===== src/rtl/uart_cmd_ctrl.sv =====
// uart_cmd_ctrl - command sequencer behind the UART receiver.
// Collects {SYNC, ADDR, DATA, CHK} byte frames, validates the 8-bit additive
// checksum and issues one register write per good frame. Addresses 0xF0/0xF1
// load the receiver baud divider (low byte staged in a shadow, high byte commits).
//
// Ports
//   i_clk          system clock
//   i_rst_n        synchronous reset, active-low
//   i_rx_data      received byte, valid while i_rx_valid_n=0
//   i_rx_valid_n   active-low byte strobe, one cycle per byte
//   o_baud_div     divider for the UART receiver
//   o_wr_en        one-cycle register write strobe
//   o_wr_addr      write address (holds until the next write)
//   o_wr_data      write data (holds until the next write)
//   o_frame_ok     one-cycle pulse per accepted frame
//   o_err_cnt      saturating count of bad-checksum and timed-out frames
//   o_busy         high whenever a frame is in progress
//
// state | meaning
// ------+----------------------------------------------------------
// HUNT  | idle, waiting for SYNC_BYTE; other bytes dropped silently
// ADDR  | expecting the address byte
// DATA  | expecting the data byte
// CHK   | expecting the checksum byte (a SYNC here is still a checksum)
// EXEC  | one cycle while the registered frame actions are visible
module uart_cmd_ctrl #(
  parameter logic [7:0]  SYNC_BYTE    = 8'hA5,
  parameter int          TIMEOUT_CYC  = 100000,
  parameter logic [15:0] BAUD_DIV_RST = 16'd867
) (
  input  logic        i_clk,
  input  logic        i_rst_n,
  input  logic [7:0]  i_rx_data,
  input  logic        i_rx_valid_n,
  output logic [15:0] o_baud_div,
  output logic        o_wr_en,
  output logic [7:0]  o_wr_addr,
  output logic [7:0]  o_wr_data,
  output logic        o_frame_ok,
  output logic [7:0]  o_err_cnt,
  output logic        o_busy
);

  localparam int TW = $clog2(TIMEOUT_CYC + 1);

  typedef enum logic [2:0] {S_HUNT, S_ADDR, S_DATA, S_CHK, S_EXEC} state_t;

  state_t        state_q, state_d;
  logic [TW-1:0] tmo_cnt_q, tmo_cnt_d;
  logic [7:0]    addr_q, addr_d;
  logic [7:0]    data_q, data_d;
  logic [7:0]    shadow_q, shadow_d;
  logic [15:0]   baud_q, baud_d;
  logic          wr_en_q, wr_en_d;
  logic [7:0]    wr_addr_q, wr_addr_d;
  logic [7:0]    wr_data_q, wr_data_d;
  logic          frame_ok_q, frame_ok_d;
  logic [7:0]    err_cnt_q, err_cnt_d;

  logic byte_vld;
  logic in_frame;
  logic tmo_hit;
  logic chk_ok;
  logic err_inc;

  assign byte_vld = ~i_rx_valid_n;
  assign in_frame = (state_q == S_ADDR) || (state_q == S_DATA) || (state_q == S_CHK);
  // Timeout takes priority over a byte strobe on the same edge.
  assign tmo_hit  = in_frame && (tmo_cnt_q == TW'(TIMEOUT_CYC));
  assign chk_ok   = (i_rx_data == 8'(addr_q + data_q));

  // State register plus registered datapath/outputs.
  always_ff @(posedge i_clk) begin
    if (!i_rst_n) begin
      state_q    <= S_HUNT;
      tmo_cnt_q  <= '0;
      addr_q     <= '0;
      data_q     <= '0;
      shadow_q   <= '0;
      baud_q     <= BAUD_DIV_RST;
      wr_en_q    <= 1'b0;
      wr_addr_q  <= '0;
      wr_data_q  <= '0;
      frame_ok_q <= 1'b0;
      err_cnt_q  <= '0;
    end else begin
      state_q    <= state_d;
      tmo_cnt_q  <= tmo_cnt_d;
      addr_q     <= addr_d;
      data_q     <= data_d;
      shadow_q   <= shadow_d;
      baud_q     <= baud_d;
      wr_en_q    <= wr_en_d;
      wr_addr_q  <= wr_addr_d;
      wr_data_q  <= wr_data_d;
      frame_ok_q <= frame_ok_d;
      err_cnt_q  <= err_cnt_d;
    end
  end

  // Next-state logic.
  always_comb begin
    state_d = state_q;
    case (state_q)
      S_HUNT: if (byte_vld && (i_rx_data == SYNC_BYTE)) state_d = S_ADDR;
      S_ADDR: if (tmo_hit) state_d = S_HUNT; else if (byte_vld) state_d = S_DATA;
      S_DATA: if (tmo_hit) state_d = S_HUNT; else if (byte_vld) state_d = S_CHK;
      S_CHK: begin
        if (tmo_hit)       state_d = S_HUNT;
        else if (byte_vld) state_d = chk_ok ? S_EXEC : S_HUNT;
      end
      S_EXEC:  state_d = S_HUNT;
      default: state_d = S_HUNT;
    endcase
  end

  // Output / datapath next values. Frame actions are computed on the CHK
  // edge so the registered pulses line up with the EXEC cycle.
  always_comb begin
    addr_d     = addr_q;
    data_d     = data_q;
    shadow_d   = shadow_q;
    baud_d     = baud_q;
    wr_en_d    = 1'b0;
    wr_addr_d  = wr_addr_q;
    wr_data_d  = wr_data_q;
    frame_ok_d = 1'b0;
    err_inc    = 1'b0;

    if (!in_frame || byte_vld || tmo_hit) tmo_cnt_d = '0;
    else                                  tmo_cnt_d = tmo_cnt_q + 1'b1;

    if (tmo_hit) begin
      err_inc = 1'b1;
    end else if (byte_vld) begin
      case (state_q)
        S_ADDR: addr_d = i_rx_data;
        S_DATA: data_d = i_rx_data;
        S_CHK: begin
          if (chk_ok) begin
            frame_ok_d = 1'b1;
            if (addr_q < 8'hF0) begin
              wr_en_d   = 1'b1;
              wr_addr_d = addr_q;
              wr_data_d = data_q;
            end else if (addr_q == 8'hF0) begin
              shadow_d = data_q;
            end else if (addr_q == 8'hF1) begin
              baud_d = {data_q, shadow_q};
            end
          end else begin
            err_inc = 1'b1;
          end
        end
        default: ;
      endcase
    end

    err_cnt_d = (err_inc && (err_cnt_q != 8'hFF)) ? err_cnt_q + 8'd1 : err_cnt_q;
  end

  assign o_baud_div = baud_q;
  assign o_wr_en    = wr_en_q;
  assign o_wr_addr  = wr_addr_q;
  assign o_wr_data  = wr_data_q;
  assign o_frame_ok = frame_ok_q;
  assign o_err_cnt  = err_cnt_q;
  assign o_busy     = (state_q != S_HUNT);

endmodule


===== config.mk =====
export PLATFORM = sky130hd
export DESIGN_NAME = uart_cmd_ctrl
export DESIGN_NICKNAME = d
export VERILOG_FILES = /design/src/rtl/uart_cmd_ctrl.sv
export SDC_FILE = /design/constraint.sdc
export NUM_CORES = 1
export LEC_CHECK = 0
export ABC_AREA = 1
export BUFFER_PORTS_ARGS = -buffer_cell sky130_fd_sc_hd__buf_2
export CAP_MARGIN = 20
export CORE_MARGIN = 2
export CORE_UTILIZATION = 55
export DETAILED_ROUTE_END_ITERATION = 6
export GPL_ROUTABILITY_DRIVEN = 0
export PLACE_DENSITY = 0.77
export SLEW_MARGIN = 15
export SYNTH_ARGS = -nofsm -noshare
export SYNTH_HDL_FRONTEND = slang
export SYNTH_SLANG_ARGS = --single-unit

===== constraint.sdc =====
create_clock -name i_clk -period 2.6 [get_ports i_clk]
set_input_delay 0.26 -clock i_clk [delete_from_list [all_inputs] [get_ports i_clk]]
set_output_delay 0.26 -clock i_clk [all_outputs]
set_load 0.03 [all_outputs]

=== After elaboration in Yosys (flattened, before gate mapping) ===
Index checks and enable logic that the tools add are counted.

* Add/subtract/negate cells: 3
* Order comparisons: 1
* Eq/ne operators: 13
* Muxes and demuxes: 15
* Bitwise operators: 7
* Reductions and logical operators: 19

{| class="wikitable"
|+ Operators by type and width
! operator !! number
|-
| $eq A8 B8 Y1 const B || 3
|-
| $mux W3 || 8
|-
| $add A17 B1 Y17 const B || 1
|-
| $eq A17 B17 Y1 const B || 1
|-
| $pmux W3 S4 || 1
|-
| $ne A3 B3 Y1 const B || 3
|-
| $add A8 B1 Y8 const B || 1
|-
| $add A8 B8 Y8 || 1
|-
| $eq A8 B8 Y1 || 1
|-
| $lt A8 B8 Y1 const B || 1
|-
| $ne A8 B8 Y1 const B || 1
|-
| $not A1 Y1 || 7
|-
| $reduce_and A7 Y1 || 1
|-
| $eq A3 B2 Y1 const B || 2
|-
| $mux W1 || 6
|-
| $reduce_and A3 Y1 || 2
|-
| $reduce_and A6 Y1 || 1
|-
| $reduce_and A5 Y1 || 1
|-
| $reduce_or A5 Y1 || 1
|-
| $logic_or A1 B1 Y1 || 4
|-
| $reduce_and A4 Y1 || 1
|-
| $reduce_or A4 Y1 || 1
|-
| $eq A3 B1 Y1 const B || 1
|-
| $logic_and A1 B1 Y1 || 3
|-
| 5 further kinds || 5
|}

* Flip-flop bits (word level): 86
* Input port bits: 11
* Output and inout port bits: 43
* Logic and storage cells: 69

=== Longest topological paths before layout ===
Gate-level depths: netlist of run 1.

* Word-level depth: 7
* Mapped depth: 17
* Gate-level depth less buffers: 16

=== Worst setup path before layout of run 1 ===
Ideal clock, no wire load.

* Path type: flip-flop to flip-flop
* Start point: register addr_q[0]
* End point: register baud_q[0] (netlist: o_baud_div[0])
* Library setup time: 0.134 ns
* Data arrival time: 2.201 ns
* Required time: 2.466 ns
* Slack: 0.265 ns
* Stages on the path, launching flop included: 15
* Buffers on the path: 0
* Clock period less this slack: 2.335 ns
* Cell sequence: dfxtp_1 -> ha_1 -> fa_1 -> nand2_1 -> nand2_2 -> nand3_1 -> nand2_1 -> nand2_1 -> nand2_1 -> nor2_2 -> nand3_4 -> nor3_4 -> nand2_1 -> nand2_1 -> nand3_1

* Cells in the longest elaborated chain, start to end: 3
* Elaborated cells between the ends (all ways): 8
* Those cells by class: add/sub (1); order compare (1); eq/ne (3); bitwise (2); reduce/logical (1)

{| class="wikitable"
|+ Ends and longest elaborated chain
! what !! RTL line !! text
|-
| start, declared || 50 || <nowiki>logic [7:0] addr_q, addr_d;</nowiki>
|-
| start signal, assigned || 89 || <nowiki>addr_q <= addr_d;</nowiki>
|-
| $add A8 B8 Y8 (tied with other cells) || 70 || <nowiki>assign chk_ok = (i_rx_data == 8'(addr_q + data_q));</nowiki>
|-
| $eq A8 B8 Y1 or $not A1 Y1 (tied branches) || - ||
|-
| $reduce_and A7 Y1 (no line) * || - ||
|-
| end signal, assigned || 92 || <nowiki>baud_q <= baud_d;</nowiki>
|-
| end, declared || 53 || <nowiki>logic [15:0] baud_q, baud_d;</nowiki>
|}

Mark *: on every way between the ends. The rest lies on a longest branch, timed or not.
A chain may end at the register's enable or synchronous reset.

=== Final worst setup path of run 1 ===
* Start point: register addr_q[0]
* End point: register baud_q[8] (netlist: o_baud_div[8])

Same word-level chain as after synthesis.

==> metrics.csv, run 1 <==
metric,value,unit
place_area,4450,sq um
syn-num-nets,602,
hold_path.class,in -> reg,
place_hpwl,6.60,mm
clockRootBuffer,clkbuf_8,
nNetsFinal,656,
report.final.slew_viol_count,0,
drv_cap,0,
slowest_stage,fa_2,
ff2ff_setup_slack,130,ps
fin_util,65.5,%
reg2regPathDepth,14,
antenna_found_initial,0,
syn_avg_cell_area,7.13,sq um
grt_max_degree,58,
critical_path_class,reg -> reg,
die_area,8230,sq um
overflow,0,
ctsHoldBuffers,0,
cp_cell_sequence,ha_2 > fa_2 > inv_1 > nand2_1 > nand4_1 > nor2_1 > nand2_1 > nor2_2 > nand3_4 > nor3_4 > buf_12 > nand2_1 > nand2_1 > nand3_1,
synthArstFlopShare,0,%
syn_inst,580,
viasPerCell,5.15,
ys_seq_elements,86,
min_period,2470,ps
yosys.area.top_type,dfxtp_1,
routed_wl,9.10,mm
p_per_area,497,nW/um^2
finalHoldViolCount,0,
fillCellCount,648,
coreArea,7250,sq um
numCtsBuffers,9,
relSlewSlack,62.6,%
final_area,4750,sq um
cts_tree,done,
whs,130,ps
io_pins,54,
tightest_slew,559,ps
min-delay-start,i_rst_n,
path_clk_slew,90,ps
seqCellArea,1720,sq um
cp_num_buf_inv,2,
std_cell_rows,31,
rsz0062_at_grt,false,
yosys_most_used_dff,dfxtp_1,
layout.cells.non_filler,738,
routedWlPerCell,12.3,um
clock-sinks,86,
finalCritPeriodShare,94.9,%
clock_skew,10.9,ps
vias,3798,
grt_pass1_wl,15.2,mm
setup_ws,133,ps
slowest_delay,530,ps
timing.rr.end,o_baud_div[8],
hold_depth,3,
place_inst,717,
cellLeakagePower,2.06,nW
cts_max_level,3,
peakVddDrop,384,uV
grt_pass1_vias,3352,
drc,0,
dp_slack,119,ps
final-setup-viol-count,0,
grt_use_total,22.3,%
max_freq,405,MHz
cts_buffer_depth,2,
synth-edff-count,0,
setup_tns,0,ps
initial_core_util,57.0,%
reg2reg_from,addr_q[0],
yosysWarnings,0,
synth.top_cell.area_share,41.6,%
multi_input_area,2070,sq um
min_to,state_q[0],
dr.first_iter.drc_count,196,
synth_cell_types,35,
cp.required,2830,ps
num_antenna_cells,0,
port_buffers,53,
critPathMostFrequentCell,nand2_1,
cp_top_family,simple AND/OR/NAND/NOR gates,
synthTopCellsByArea,"dfxtp_1 (42%), nand2_1 (10%), nor2_1 (9.1%), nand3_1 (8.7%), inv_1 (5.7%)",
dr.pass1.iters,5,
arrival,2700,ps
worst_setup_path_end_kind,flip-flop,
start_kind,flip-flop,
outcome,finished clean,
synth_seq_area_share,41.6,%
drive_above_1_share,15.2,%
syn-cell-area,4140,sq um
ant_nets,0,
syn_to_final_growth,14.8,%
critical_path.max_fanout,6,
clk_latency,360,ps
die_x,90.7,um
power,2.36,mW
die_h,90.7,um
==> worst max path at each step <==
stage,startpoint,endpoint,slack [ps],cells after the start
after floorplan,addr_q[0],o_baud_div[0],270,14
after global placement,addr_q[0],shadow_q[3],200,15
after detailed placement,addr_q[0],shadow_q[2],120,15
after CTS,addr_q[0],shadow_q[0],60,15
after global routing,addr_q[0],o_baud_div[10],10,15
final,addr_q[0],o_baud_div[8],130,14
==> sequential cells by signal (all words and copies together) (netlist names) <==
name,flops
tmo_cnt_q,17
o_baud_div,16
addr_q,8
data_q,8
o_err_cnt,8
o_wr_addr,8
o_wr_data,8
shadow_q,8
state_q,3
o_frame_ok,1
o_wr_en,1
==> worst register-to-register path, cell delays in order (launching register included) <==
cell and delay, ps:
dfxtp_1 340, ha_2 210, fa_2 530, inv_1 40, nand2_1 50, nand4_1 70
nor2_1 90, nand2_1 70, nor2_2 120, nand3_4 130, nor3_4 220, buf_12 150
nand2_1 140, nand2_1 110, nand3_1 70
==> metal layers <==
metal | global-route usage, % | part of all wire [%] | up-vias
met5 | 0 | 0 | -
met1 | 30.3 | 48 | 1715
li1 | - | - | 1971
met2 | 34.6 | 45 | 99
met3 | 3.92 | 4.6 | 13
met4 | 9.87 | 1.6 | 0
==> Yosys cell counts (5+ instances only) <==
master,n
dfxtp_1,86
nor3_1,8
a21oi_1,34
nand4_1,7
nand3_1,72
inv_1,63
o21ai_0,23
buf_6,5
clkbuf_1,7
xor2_1,10
xnor2_1,5
ha_1,10
nor2_1,100
nand2_1,110
==> final cells by class <==
class | count | area share [%]
Sequential cell | 86 | 36.2
Inverter | 66 | 5.22
Clock inverter | 7 | 1.66
Multi-Input combinational cell | 410 | 43.6
Clock buffer | 9 | 2.61
Timing Repair Buffer | 61 | 8.09
Tap cell | 99 | 2.61
==> where the power goes <==
part / total, mW / internal, mW / switching [mW]
combinational: 0.0760 / 0.0239 / 0.0521
clock: 0.970 / 0.454 / 0.516
sequential: 1.32 / 1.32 / 0.000227
total: 2.36 / 1.79 / 0.569
==> cells by family after synthesis <==
| logic type | count (synthesis) | share of synthesized area, % |
|---|---|---|
| flops | 86 | 41.6 |
| xor+xnor | 15 | 3.18 |
| fa+ha+maj | 11 | 3.51 |
| buf+inv | 84 | 8.71 |
| compound gates | 64 | 8.14 |
| simple gates | 320 | 34.8 |
==> cells in the final DEF (no fill, tap or decap), types with 5 or more instances in the layout <==
cell	Yosys	routed
nand2_2	3	5
nand4_1	7	7
clkbuf_8	0	9
nor3_1	8	8
nor2_1	100	100
dfxtp_1	86	86
nand2_1	110	108
buf_2	0	53
ha_1	10	9
o21ai_0	23	23
a21oi_1	34	34
nand3_1	72	72
inv_1	63	63
xor2_1	10	10
xnor2_1	5	5
==> timing repair <==
item,4_1_cts,5_1_grt
resized for setup,0,5
setup buffers,0,3
endpoints found under the setup margin,0,40
No activity file was read; power rests on OpenSTA's default activity.
==> run 2: changes to the inputs <==
Settings changed: RECOVER_POWER set to 25, SETUP_SLACK_MARGIN set to 0.05.
==> run 2 against run 1 <==
  * Register-to-register slack worse by 20 ps
  * Sequential power is essentially flat
  * Utilization about the same
  * Critical path type unchanged
  * Largest power group unchanged
==> metrics.csv, run 2 (synthesized netlist as in run 1, its figures left out) <==
metric,value,unit,change
antenna_found_initial,0,,unchanged
min_period,2490,ps,was 2470 ps
dr.pass1.iters,4,,was 5
routed_wl,9.33,mm,was 9.10 mm
grt_use_total,22.3,%,unchanged
port_buffers,53,,unchanged
cts_tree,done,,unchanged
place_hpwl,6.60,mm,unchanged
dp_slack,119,ps,unchanged
cp.required,2870,ps,was 2830 ps
syn_to_final_growth,14.8,%,about the same
cts_max_level,3,,unchanged
std_cell_rows,31,,unchanged
grt_pass1_wl,15.2,mm,unchanged
met3_usage,3.92,%,unchanged
power,2.37,mW,was 2.36 mW
die_x,90.7,um,unchanged
grt_max_degree,58,,unchanged
most-common-layout-cells,"nand2_1 (107), nor2_1 (100), dfxtp_1 (84)",,"was nand2_1 (108), nor2_1 (100), dfxtp_1 (86)"
report.final.slew_viol_count,0,,unchanged
clock-sinks,86,,unchanged
setup_ws,108,ps,was 133 ps
outcome,finished clean,,unchanged
finalHoldViolCount,0,,unchanged
place_area,4450,sq um,unchanged
die_h,90.7,um,unchanged
ctsHoldBuffers,0,,unchanged
arrival,2760,ps,was 2700 ps
drive_above_1_share,10.9,%,was 15.2%
routedWlPerCell,12.6,um,was 12.3 um
cts_buffer_depth,2,,unchanged
tightest_slew,549,ps,was 559 ps
fillCellCount,663,,was 648
grt_pass1_vias,3352,,unchanged
final_area,4750,sq um,about the same
final_common_cell,nand2_1,,unchanged
io_pins,54,,unchanged
final-setup-viol-count,0,,unchanged
p_per_area,499,nW/um^2,was 497 nW/um^2
vias,3820,,"was 3,798"
overflow,0,,unchanged
grtUsageMet2,34.6,%,unchanged
finalCritPeriodShare,95.8,%,was 94.9%
dr.first_iter.drc_count,207,,was 196
nNetsFinal,658,,was 656
largest_register,tmo_cnt_q,,unchanged
critical_path_class,reg -> reg,,unchanged
relSlewSlack,63.3,%,was 62.6%
setup_tns,0,ps,unchanged
path_clk_slew,90,ps,about the same
cellLeakagePower,1.95,nW,was 2.06 nW
critical_path.max_fanout,9,,was 6
num_antenna_cells,0,,unchanged
initial_core_util,57.0,%,unchanged
met1_usage,30.3,%,unchanged
worst_setup_path_end_kind,flip-flop,,unchanged
busiest_layer,met2,,unchanged
largest_reg_flops,17,,unchanged
numCtsBuffers,9,,unchanged
fin_util,65.5,%,about the same
ant_nets,0,,unchanged
coreArea,7250,sq um,unchanged
hold_path.class,in -> reg,,unchanged
rsz0062_at_grt,false,,unchanged
clk_latency,370,ps,was 360 ps
start_kind,flip-flop,,unchanged
drv_cap,0,,unchanged
peakVddDrop,388,uV,was 384 uV
clockRootBuffer,clkbuf_8,,unchanged
die_area,8230,sq um,unchanged
viasPerCell,5.16,,was 5.15
max_freq,401,MHz,was 405 MHz
clock_skew,13.3,ps,was 10.9 ps
drc,0,,unchanged
==> run 2: cell count changes in the layout (fill, tap and decap cells not counted) <==
cell       before  now
buf_12          3    2
ha_4            0    1
nand2_1       108  107
buf_6           1    2
nand2_2         5    6
clkbuf_1        0   32
clkbuf_16       1    2
buf_4           3    4
dfxtp_1        86   84
ha_2            1    0
buf_2          53   21
dfxtp_2         0    2
==> run 2: worst max-delay path, stage by stage (launching register included) <==
cell and delay, ps:
dfxtp_2 350, ha_4 170, fa_2 530, inv_1 40, nand2_1 50, nand4_1 70
nor2_1 90, nand2_1 70, nor2_2 120, nand3_4 130, nor3_4 240, buf_4 180
clkbuf_16 150, nand3_1 70, nand2_1 80, nor2_1 40
==> run 2: repair_timing <==
action	CTS	global route
setup endpoints to repair	0	47
hold endpoints to repair	0	0
gates resized for setup	0	10
buffers inserted	0	4
==> run 2: power breakdown <==
| part | leakage [nW] | switching, mW | total (mW) | internal [mW] |
|---|---|---|---|---|
| logic | 1.17 | 0.0524 | 0.0763 | 0.0239 |
| registers | 0.694 | 0.000235 | 1.32 | 1.32 |
| clock network | 0.0929 | 0.522 | 0.976 | 0.454 |
| total | 1.95 | 0.575 | 2.37 | 1.79 |
==> run 2: layout make-up <==
type	count	area [sq um]	area share, %
inverters	66	248	5.22
flip-flops and latches	86	1720	36.3
multi-input cells	410	2080	43.8
clock buffers	9	124	2.61
repair buffers	63	368	7.75
clock inverters	7	78.8	1.66
well taps	99	124	2.61
==> run 2: routing by layer <==
layer	routed length, um	part of all wire (%)
met5	0	0
met4	161	1.7
met3	399	4.3
met2	4230	45
met1	4540	49
==> run 2: through the flow <==
stage,cells,hold slack [ps]
global route,740,179
finish,740,122
CTS,733,119
floorplan,580,430
detailed placement,717,443
global placement,717,438
==> run 2: path summary, 6_finish.rpt <==
kind	startpoint	end	slack, ps	cells after the start
setup / recovery	addr_q[0]	o_wr_data[2]	110	15
hold / removal	i_rst_n	state_q[0]	120	3
setup reg to reg	addr_q[0]	o_wr_data[2]	110	15
hold reg to reg	tmo_cnt_q[0]	tmo_cnt_q[0]	470	1
